===== src/rtl/la_oser.sv =====
`default_nettype none
// ---------------------------------------------------------------------------
// la_oser : multi-lane SDR/DDR output serializer with valid/ready input,
//           idle level and first-beat frame marker.
// Rev 1.0
// ---------------------------------------------------------------------------
module la_oser #(
  parameter     PROP     = "DEFAULT",
  parameter int LANES    = 1,
  parameter int RATIO    = 8,
  parameter int DDR      = 1,
  parameter int LSBFIRST = 1,
  parameter int IDLE     = 0
) (
  input  logic                   clk,
  input  logic                   reset,
  input  logic                   in_valid,
  output logic                   in_ready,
  input  logic [LANES*RATIO-1:0] in_data,
  output logic [LANES-1:0]       out,
  output logic                   busy,
  output logic                   frame
);

  localparam int             C_BEATS    = (DDR != 0) ? RATIO / 2 : RATIO;
  localparam int             C_CW       = (C_BEATS > 1) ? $clog2(C_BEATS) : 1;
  localparam int             C_STEP     = (DDR != 0) ? 2 : 1;
  localparam logic [C_CW-1:0] C_LAST    = C_CW'(C_BEATS - 1);
  localparam logic           C_IDLE_BIT = (IDLE != 0);

  localparam logic [0:0] ST_IDLE  = 1'b0;
  localparam logic [0:0] ST_SHIFT = 1'b1;

  logic [0:0]             r_state;
  logic [C_CW-1:0]        r_count;
  logic                   r_frame;
  logic [LANES-1:0]       r_d_hi;
  logic [LANES-1:0]       r_d_lo;
  logic [LANES*RATIO-1:0] r_sr;
  logic [LANES*RATIO-1:0] w_stream;
  logic                   w_accept;

  // PROP only selects a technology mapping; it has no behavioural effect.
  if (PROP == "") begin : g_prop_none
  end

  // Reorder each lane slice into transmit order: stream bit 0 leaves first.
  for (genvar l = 0; l < LANES; l++) begin : g_lane
    for (genvar p = 0; p < RATIO; p++) begin : g_bit
      assign w_stream[l*RATIO+p] = in_data[l*RATIO + ((LSBFIRST != 0) ? p : RATIO-1-p)];
    end
  end

  assign in_ready = ~reset & ((r_state == ST_IDLE) |
                              ((r_state == ST_SHIFT) & (r_count == C_LAST)));
  assign w_accept = in_valid & in_ready;
  assign busy     = (r_state == ST_SHIFT);
  assign frame    = r_frame;

  always_ff @(posedge clk) begin
    if (reset) begin
      r_state <= ST_IDLE;
      r_count <= '0;
      r_frame <= 1'b0;
      r_d_hi  <= {LANES{C_IDLE_BIT}};
      r_d_lo  <= {LANES{C_IDLE_BIT}};
      r_sr    <= '0;
    end else if (w_accept) begin
      r_state <= ST_SHIFT;
      r_count <= '0;
      r_frame <= 1'b1;
      for (int l = 0; l < LANES; l++) begin
        r_d_hi[l] <= w_stream[l*RATIO];
        r_d_lo[l] <= (DDR != 0) ? w_stream[l*RATIO+1] : C_IDLE_BIT;
        r_sr[l*RATIO +: RATIO] <= w_stream[l*RATIO +: RATIO] >> C_STEP;
      end
    end else begin
      r_frame <= 1'b0;
      if (r_state == ST_SHIFT) begin
        if (r_count == C_LAST) begin
          r_state <= ST_IDLE;
          r_d_hi  <= {LANES{C_IDLE_BIT}};
          r_d_lo  <= {LANES{C_IDLE_BIT}};
        end else begin
          r_count <= r_count + 1'b1;
          for (int l = 0; l < LANES; l++) begin
            r_d_hi[l] <= r_sr[l*RATIO];
            r_d_lo[l] <= (DDR != 0) ? r_sr[l*RATIO+1] : C_IDLE_BIT;
            r_sr[l*RATIO +: RATIO] <= r_sr[l*RATIO +: RATIO] >> C_STEP;
          end
        end
      end
    end
  end

  // Both DDR registers settle at posedge, so d_lo is stable through the low phase.
  assign out = ((DDR == 0) || clk) ? r_d_hi : r_d_lo;

endmodule
`default_nettype wire


===== config.mk =====
export PLATFORM = sky130hd
export DESIGN_NAME = la_oser
export DESIGN_NICKNAME = d
export VERILOG_FILES = /design/src/rtl/la_oser.sv
export SDC_FILE = /design/constraint.sdc
export NUM_CORES = 1
export LEC_CHECK = 0
export CAP_MARGIN = 20
export CORE_AREA = 2 2 39 41
export CTS_CLUSTER_SIZE = 8
export DETAILED_ROUTE_END_ITERATION = 8
export DIE_AREA = 0 0 41 43
export GPL_TIMING_DRIVEN = 0
export HOLD_SLACK_MARGIN = 0.08
export PLACE_DENSITY = 0.71
export SYNTH_ARGS = -nofsm -noshare
export SYNTH_HDL_FRONTEND = slang
export SYNTH_SLANG_ARGS = --single-unit
export TNS_END_PERCENT = 50

===== constraint.sdc =====
create_clock -name clk -period 1.45 [get_ports clk]
set_input_delay 0.29 -clock clk [delete_from_list [all_inputs] [get_ports clk]]
set_output_delay 0.29 -clock clk [all_outputs]
set_load 0.01 [all_outputs]

==> results of run 1 <==
==> layout by cell type, fill, tap and decap left out, types with 2 or more instances in the layout <==
cell type,Yosys,layout
sky130_fd_sc_hd__dfxtp_1,12,10
sky130_fd_sc_hd__clkdlybuf4s50_1,0,10
sky130_fd_sc_hd__nor2_1,8,7
sky130_fd_sc_hd__mux2i_1,6,6
sky130_fd_sc_hd__buf_4,1,5
sky130_fd_sc_hd__nand2_1,5,5
sky130_fd_sc_hd__clkbuf_4,0,5
sky130_fd_sc_hd__buf_6,1,3
sky130_fd_sc_hd__a211oi_1,3,3
sky130_fd_sc_hd__nand2b_1,2,2
sky130_fd_sc_hd__nand3_1,2,2
sky130_fd_sc_hd__a31oi_1,2,2
sky130_fd_sc_hd__nor3_1,2,2
sky130_fd_sc_hd__nand3b_1,2,2
sky130_fd_sc_hd__a21oi_1,2,2
sky130_fd_sc_hd__dlygate4sd2_1,0,2
sky130_fd_sc_hd__dfxtp_2,0,2
==> logic make-up after synthesis <==
logic type,synth area share (%)
AO/OA/AOI/OAI,11.1
buffers and inverters,5.30
flip-flops,46.3
multiplexers,13.7
AND/OR/NAND/NOR,21.2
adder cells (fa/ha/maj),2.41
==> metal layers <==
layer | part of all wire, % | GRT usage, %
met1 | 43 | 15.0
met2 | 46 | 19.4
met3 | 6.0 | 6.81
met4 | 4.7 | 16.0
met5 | 0 | 0
==> worst max-delay path, cell delays in order, from the launching register on <==
cell and delay, ns:
sky130_fd_sc_hd__dfxtp_2 0.32, sky130_fd_sc_hd__ha_2 0.17, sky130_fd_sc_hd__nor2b_1 0.11, sky130_fd_sc_hd__buf_4 0.14
sky130_fd_sc_hd__nor2_4 0.03, sky130_fd_sc_hd__buf_6 0.11
==> power breakdown <==
group          internal (W)  switching, W
clock network      0.000192      0.000134
registers          0.000353     0.0000111
logic             0.0000731     0.0000543
==> worst paths after layout <==
kind / startpoint / endpoint / slack [ns] / depth (start not counted)
setup reg to reg: r_count[1] / r_d_hi / 0.18 / 7
hold / removal: r_d_hi / r_d_hi / 0.49 / 2
hold reg to reg: r_d_hi / r_d_hi / 0.49 / 2
setup / recovery: r_count[1] / in_ready / -0.11 / 5
==> what timing repair did <==
action,CTS,global route
hold endpoints to repair,0,0
gates resized for setup,17,3
endpoints found under the setup margin,4,2
pin swaps,0,1
buffers inserted,2,1
==> metrics by stage <==
| stage | cell area, µm² | setup slack, ns | instances | util [%] |
|---|---|---|---|---|
| 2_1_floorplan | 519 | 0.159 | 55 | - |
| 3_3_place_gp | 679 | -0.273 | 85 | 49.1 |
| 3_5_place_dp | 679 | -0.273 | 85 | 49.1 |
| 4_1_cts | 739 | -0.130 | 92 | 53.4 |
| 5_1_grt | 758 | -0.187 | 93 | 54.8 |
| 6_report | 758 | -0.107 | 93 | 54.8 |
==> state kept, by name, indices dropped and copies added, names as in the netlist <==
| signal | count |
|---|---|
| busy | 1 |
| frame | 1 |
| r_count | 2 |
| r_d_hi | 1 |
| r_d_lo | 1 |
| r_sr | 6 |
==> layout make-up <==
type                            count  area [µm²]  share of cell area [%]
Multi-Input combinational cell     39         265                    35.0
Timing Repair Buffer               16         151                    20.0
Clock buffer                        6        48.8                    6.44
Tap cell                           16        20.0                    2.64
Buffer                              4        30.0                    3.96
Sequential cell                    12         243                    32.0
==> flow_results.org, run 1 <==
** Run status
- Outcome :: finished, violations left
- The final reports fail on negative setup slack.

** Min path
- Worst min-delay path class :: reg -> reg

** Pwr
- The design draws ~0.00082 W.
- Largest vdd supply drop :: approximately 0.44 mV
- Static leakage :: 0.322 nW
- Pwr/cell area :: 1080 mW/mm²

** Timing
- RSZ-0062 raised after global routing :: yes
- Final max-slew violation count :: 0
- Tightest Pin Transition :: about 0.46 ns
- Final hold slack :: between 0.4 and 0.5 ns
- Final min period :: approximately 1.6 ns
- Slew margin rel. :: roughly 70%
- Final Cycle Share :: 107%
- Post-layout worst setup margin :: -0.107 ns
- Number of endpoints with negative hold slack in the final report :: 0
- Setup tns final :: -0.197 ns
- Across the routed clock network, the largest skew measured is 0.00267 ns.
- Setup violations remaining at the end of the flow were counted as 2.
- Peak clock frequency supported by timing :: between 600 and 700 MHz

** Placed design
- Port buffering added 14 buffers.
- Placer congestion estimate :: between 0.6 and 0.7
- DP Wirelength :: about 690 µm

** Critical path
- The worst setup path is launched from a flip-flop.
- Kind of critical path :: reg -> out
- Peak fanout along the critical path :: 2
- Required time of the worst setup path :: around 1.2 ns
- STA classifies the critical path endpoint as an output pin.
- Data arrives at the worst endpoint at between 1 and 1.5 ns.

** Floorplan
- Die Outline Area :: 0.00176 mm²
- Die outline width :: between 40 and 50 µm
- Measured along the y axis, the die boundary spans between 40 and 50 µm.
- Number of core rows :: 14
- For this design the top-level I/O count stands at 15.
- For this configuration, the core starts out at a cell density of a little under two fifths.
- Core box area :: ~0.0014 mm²

** Synthesis
- Dividing the synthesized area by the synthesized cell count gives roughly 9.4 µm².
- Counting flops and latches in the post-synthesis netlist gives 12.
- Sequential element share of the synthesized area :: 46.3%
- Of the post-synthesis cell area, the dominant cell type holds 46.3%.
- Largest cells by area after synthesis :: sky130_fd_sc_hd__dfxtp_1 (46%), sky130_fd_sc_hd__mux2i_1 (12%), sky130_fd_sc_hd__nor2_1 (5.8%), sky130_fd_sc_hd__a211oi_1 (4.3%), sky130_fd_sc_hd__nand2_1 (3.6%)
- Primary FF master, synth :: sky130_fd_sc_hd__dfxtp_1
- The most common cell in the synthesized netlist is sky130_fd_sc_hd__dfxtp_1.
- Number of distinct library cells after synthesis :: 20
- Library cell occupying the most area in the post-synthesis netlist :: sky130_fd_sc_hd__dfxtp_1
- Mapped Area :: around 520 µm²
- Cell count after synthesis :: 55
- Synthesis warning total :: 0
- List of most frequent post-synthesis cells :: sky130_fd_sc_hd__dfxtp_1 (12), sky130_fd_sc_hd__nor2_1 (8), sky130_fd_sc_hd__mux2i_1 (6), sky130_fd_sc_hd__nand2_1 (5), sky130_fd_sc_hd__a211oi_1 (3)
- Count of flip-flops with a built-in enable after synthesis :: 0
- Net count after synthesis :: 67
- After synthesis, the share of flip-flops with an asynchronous set or reset is 0%.

** Finish
- After filler insertion, the fill cell instance count of the layout stands at ~130.
- Compared with the post-synthesis result, the final layout area differs by 46.0%.
- Cells with a size suffix above 1 make up ~26% of the layout.
- Nets :: 91
- The number of antenna diodes in the final layout is 0.

** Global routing
- Summed over all layers, the global routing overflow is 0.
- Largest net degree at the start of global routing :: 11
- Number of global-route vias before repair :: 397
- The first global-routing pass estimated 1.54 mm of wire.
- The initial antenna violation count is 0.
- GRT Util Overall :: between 10 and 15%

** CTS
- Clk_lat worst skew :: between 0.3 and 0.4 ns
- CTS tree :: built
- Register clock-pin slew on the reported worst setup and hold paths :: about 0.070 ns
- Hold Buf Count CTS :: 0

** Detailed routing
- Number of vias per cell after detailed routing :: 4.95
- Antenna-violating nets left :: 0
- Via Count :: between 400 and 500
- Routed wire length :: a little over 1 mm
- Average wire length per cell after detail routing :: roughly 11 µm
- The detailed router finished its first iteration with 7 violations.
- Total iterations of the first detailed-routing run :: 3
- In the routed design, unresolved DRC markers number 0.

** Job
- Reported max-cap violation count :: 0
No activity file was read; power rests on OpenSTA's default activity.
==> run 2: changes to the inputs <==
--- a/config.mk
+++ b/config.mk
@@ -5,6 +5,7 @@
 export SDC_FILE = /design/constraint.sdc
 export NUM_CORES = 1
 export LEC_CHECK = 0
+export ABC_AREA = 1
 export CAP_MARGIN = 20
 export CORE_AREA = 2 2 39 41
 export CTS_CLUSTER_SIZE = 8
@@ -12,8 +13,9 @@
 export DIE_AREA = 0 0 41 43
 export GPL_TIMING_DRIVEN = 0
 export HOLD_SLACK_MARGIN = 0.08
-export PLACE_DENSITY = 0.71
+export PLACE_DENSITY = 0.75
+export SLEW_MARGIN = 5
 export SYNTH_ARGS = -nofsm -noshare
 export SYNTH_HDL_FRONTEND = slang
 export SYNTH_SLANG_ARGS = --single-unit
-export TNS_END_PERCENT = 50
+export TNS_END_PERCENT = 100
==> run 2 against run 1 <==
  * The flow still finishes with violations (negative setup slack)
  * First-iteration DRC count is 43% higher
  * Register-to-register slack worse by 0.08 ns
  * Largest power group is now the clock network
  * Non-clock buffer count is 1 higher
  * Die area stayed put
  * Clock power is 38% higher
  * Worst setup slack better by 0.064 ns
==> flow_results.org, run 2 <==
** Finish
- Antenna Cells :: 0
- The register with the most flip-flops in the layout has 6 of them.
- Relative to the synthesized area, the layout overhead comes to 52.2%.
- Filler-free cell count of the finished design :: roughly 130
- Most frequent standard cell in the layout excluding fill and tap cells :: sky130_fd_sc_hd__nand2_1
- In the final layout, the share of cells above drive strength 1 is 27.4%.
- The layout has 120 filler cells.
- Regs by FF count :: r_sr: 6 flops, r_count: 2 flops
- Nets :: roughly 130
- In the layout the commonest cells are sky130_fd_sc_hd__nand2_1 (20), sky130_fd_sc_hd__nor2_1 (19), sky130_fd_sc_hd__inv_1 (10), sky130_fd_sc_hd__dfxtp_1 (10), sky130_fd_sc_hd__clkdlybuf4s50_1 (9).
- The finished cells cover between 800 and 900 µm².
- Largest Register :: r_sr

** Pwr
- In this run switching power makes up between 20% and 30% of total power.
- For this design the total switching power over the nets is between 0.0002 and 0.0003 W.
- The worst-case IR drop observed on VDD is 0.754 mV.
- Portion of total power attributed to combinational logic :: between 10% and 20%
- Share of power burned in the clock network :: around 47%
- Sequential group share of total power :: around 38%
- Static leakage :: 0.417 nW
- Power spread over the standard cell area amounts to about 1100 mW/mm².
- Power Internal :: about 0.00069 W
- Design Power :: around 0.00095 W

** Detailed routing
- For this run, the detailed router's first-pass iteration total came to 4.
- Routed wire length :: roughly 1.3 mm
- Dividing the detail-routed wire length by the instance count gives approximately 10 µm.
- Antenna-violating nets left :: 0
- Number of vias per cell after detailed routing :: roughly 4.6
- Initial DRC count :: 10
- For this run, design rule violations remaining after detail routing come to 0.
- Via Count :: between 500 and 600

** Placed design
- DP Wirelength :: about 850 µm
- Post-place instance area :: slightly above 700 µm²
- Before CTS, the worst setup slack after placement is -0.694 ns.
- Once placement completed, the tool counted placed cells totaling 115.
- Count of buffers from port buffering :: 13
- Placer congestion estimate :: about 0.72

** Floorplan
- The total area inside the core boundary comes to 0.00138 mm².
- Effective utilization at floorplan :: between 40% and 50%
- The die covers between 0.0015 and 0.002 mm².
- Die height :: between 40 and 50 µm
- 15 I/O pins were placed.
- Number of core rows :: 14
- The floorplan step set the die width to just over 40 µm.

** Synthesis
- After synthesis, the share of flip-flops with an asynchronous set or reset is 0%.
- List of most frequent post-synthesis cells :: sky130_fd_sc_hd__nand2_1 (22), sky130_fd_sc_hd__nor2_1 (20), sky130_fd_sc_hd__dfxtp_1 (12), sky130_fd_sc_hd__inv_1 (11), sky130_fd_sc_hd__nand4_1 (6)
- Primary FF master, synth :: sky130_fd_sc_hd__dfxtp_1
- Summed over all instances, the cell type with the most area after synthesis is sky130_fd_sc_hd__dfxtp_1.
- Sorting the synthesized cells by area gives the leading types as sky130_fd_sc_hd__dfxtp_1 (42%), sky130_fd_sc_hd__nand2_1 (14%), sky130_fd_sc_hd__nor2_1 (13%), sky130_fd_sc_hd__inv_1 (7.2%), sky130_fd_sc_hd__nand4_1 (6.6%).
- Cell count after synthesis :: 86
- By instance count, the leading cell after synthesis is sky130_fd_sc_hd__nand2_1.
- Each instance of the synthesized netlist takes up on average between 6 and 7 µm².
- Net count after synthesis :: 98
- The share of synthesized area in the top cell type comes to about two fifths.
- Counting flops with a built-in enable in the synthesized netlist gives 0.
- After synthesis, the netlist uses 17 different library cells.
- Synthesis warning total :: 0
- Mapped Area :: 573 µm²
- #FFs+latches synth :: 12
- The share of the Yosys chip area taken by registers is between 40% and 50%.

** Timing
- Tightest Pin Transition :: between 0.2 and 0.25 ns
- Between clock sinks in the finished design, the worst skew comes to between 0.004 and 0.005 ns.
- The number of endpoints with negative hold slack in the final report is 0.
- Final min period :: 1.49 ns
- The final critical path takes up 103% of the cycle.
- Final max-slew violation count :: 0
- Across all hold checks on the routed design, the worst slack comes to 0.274 ns.
- Setup violations remaining at the end of the flow were counted as 2.
- Static timing analysis puts the maximum clock frequency at between 600 and 700 MHz.
- RSZ-0062 raised after global routing :: yes
- Slew margin rel. :: between 80% and 90%
- Post-layout worst setup margin :: -0.0428 ns

** Job
- Reported max-cap violation count :: 0

** Critical path
- The worst setup path is launched from a flip-flop.
- The largest individual stage delay along the critical path comes from the cell sky130_fd_sc_hd__dfxtp_2.
- The setup path with the least slack is of type reg -> out.
- In this design, the largest share of critical-path delay is due to flip-flops.
- For the worst setup path, the data required time is 1.16 ns.
- CP Capture Type :: output pin
- Peak fanout along the critical path :: 3
- Critical path buffers and inverters :: 3
- Worst stage delay on the critical path :: around 0.35 ns
- Traced cell by cell, the critical path runs through ha_4, inv_2, nand2_4, inv_8, nor2_4, buf_6.
- CP arrival :: ~1.2 ns

** Run status
- The run finished, with violations left.
- The final reports fail on negative setup slack.

** Global routing
- Initial antenna violation count :: 0
- The first global-routing pass estimated approximately 2.2 mm of wire.
- For this run the aggregate overflow at the end of global routing stands at 0.
- GRT Util Overall :: between 20% and 30%
- Largest net degree at the start of global routing :: 11
- Number of global-route vias before repair :: 568

** CTS
- Clk_lat worst skew :: 0.38 ns
- Clock-pin slew was measured on the worst setup and hold paths at about 0.07 ns.
- CTS tree :: built
- Hold Buf Count CTS :: 0

** Min path
- Worst min-delay path class :: in -> reg
[run 2: worst paths after layout]
| path | start | endpoint | slack [ns] | cells past startpoint |
|---|---|---|---|---|
| worst max-delay path | r_count[1] | in_ready | -0.04 | 6 |
| worst min-delay path | in_valid | frame | 0.27 | 3 |
| worst max register to register | r_count[1] | r_d_hi | 0.10 | 10 |
| worst min register to register | r_sr[5] | r_sr[5] | 0.47 | 2 |
[run 2: kinds of logic after synthesis]
| family | share of synthesized area (%) |
|---|---|
| fa+ha+maj | 2.18 |
| buf+inv | 12.7 |
| flops | 41.9 |
| simple gates | 37.6 |
| xor+xnor | 1.53 |
| compound gates | 4.15 |
[run 2: cell type report]
| class | count | area, µm² | area share, % |
|---|---|---|---|
| plain buffers | 2 | 16.3 | 1.87 |
| clock buffers | 9 | 67.6 | 7.75 |
| inverters | 14 | 60.1 | 6.89 |
| multi-input cells | 57 | 294 | 33.7 |
| flip-flops and latches | 12 | 243 | 27.8 |
| well taps | 16 | 20.0 | 2.30 |
| repair buffers | 19 | 171 | 19.7 |
[run 2: metrics by stage]
stage               setup TNS, ns  util [%]
floorplan                       0         -
global placement           -0.895      52.3
detailed placement          -1.25      52.3
CTS                        -0.192      60.3
global route               -0.180      63.0
finish                    -0.0847      63.0
[run 2: worst min-delay path, stage by stage]
cell	delay (ns)
sky130_fd_sc_hd__buf_2	0.15
sky130_fd_sc_hd__nand3_2	0.11
sky130_fd_sc_hd__inv_2	0.06
[run 2: per-layer routing]
layer	global-route usage (%)	vias to the layer above	share of wire, %
li1	-	316	-
met1	21.8	258	41
met2	27.2	19	50
met3	14.1	6	7.1
met4	14.0	0	2.6
met5	0	-	0
[run 2: power groups by stage]
stage,logic [W],registers [W],clock network (W)
global route,0.000160,0.000360,0.000486
CTS,0.000134,0.000357,0.000445
global placement,0.000118,0.000362,0.0000173
floorplan,0.0000676,0.000363,0.00000676
detailed placement,0.000120,0.000363,0.0000173
finish,0.000143,0.000358,0.000450
[run 2: timing repair]
action	CTS	global route
setup endpoints to repair	6	2
hold endpoints to repair	0	0
resized for setup	24	8
setup buffers	4	3
pin swaps	1	1
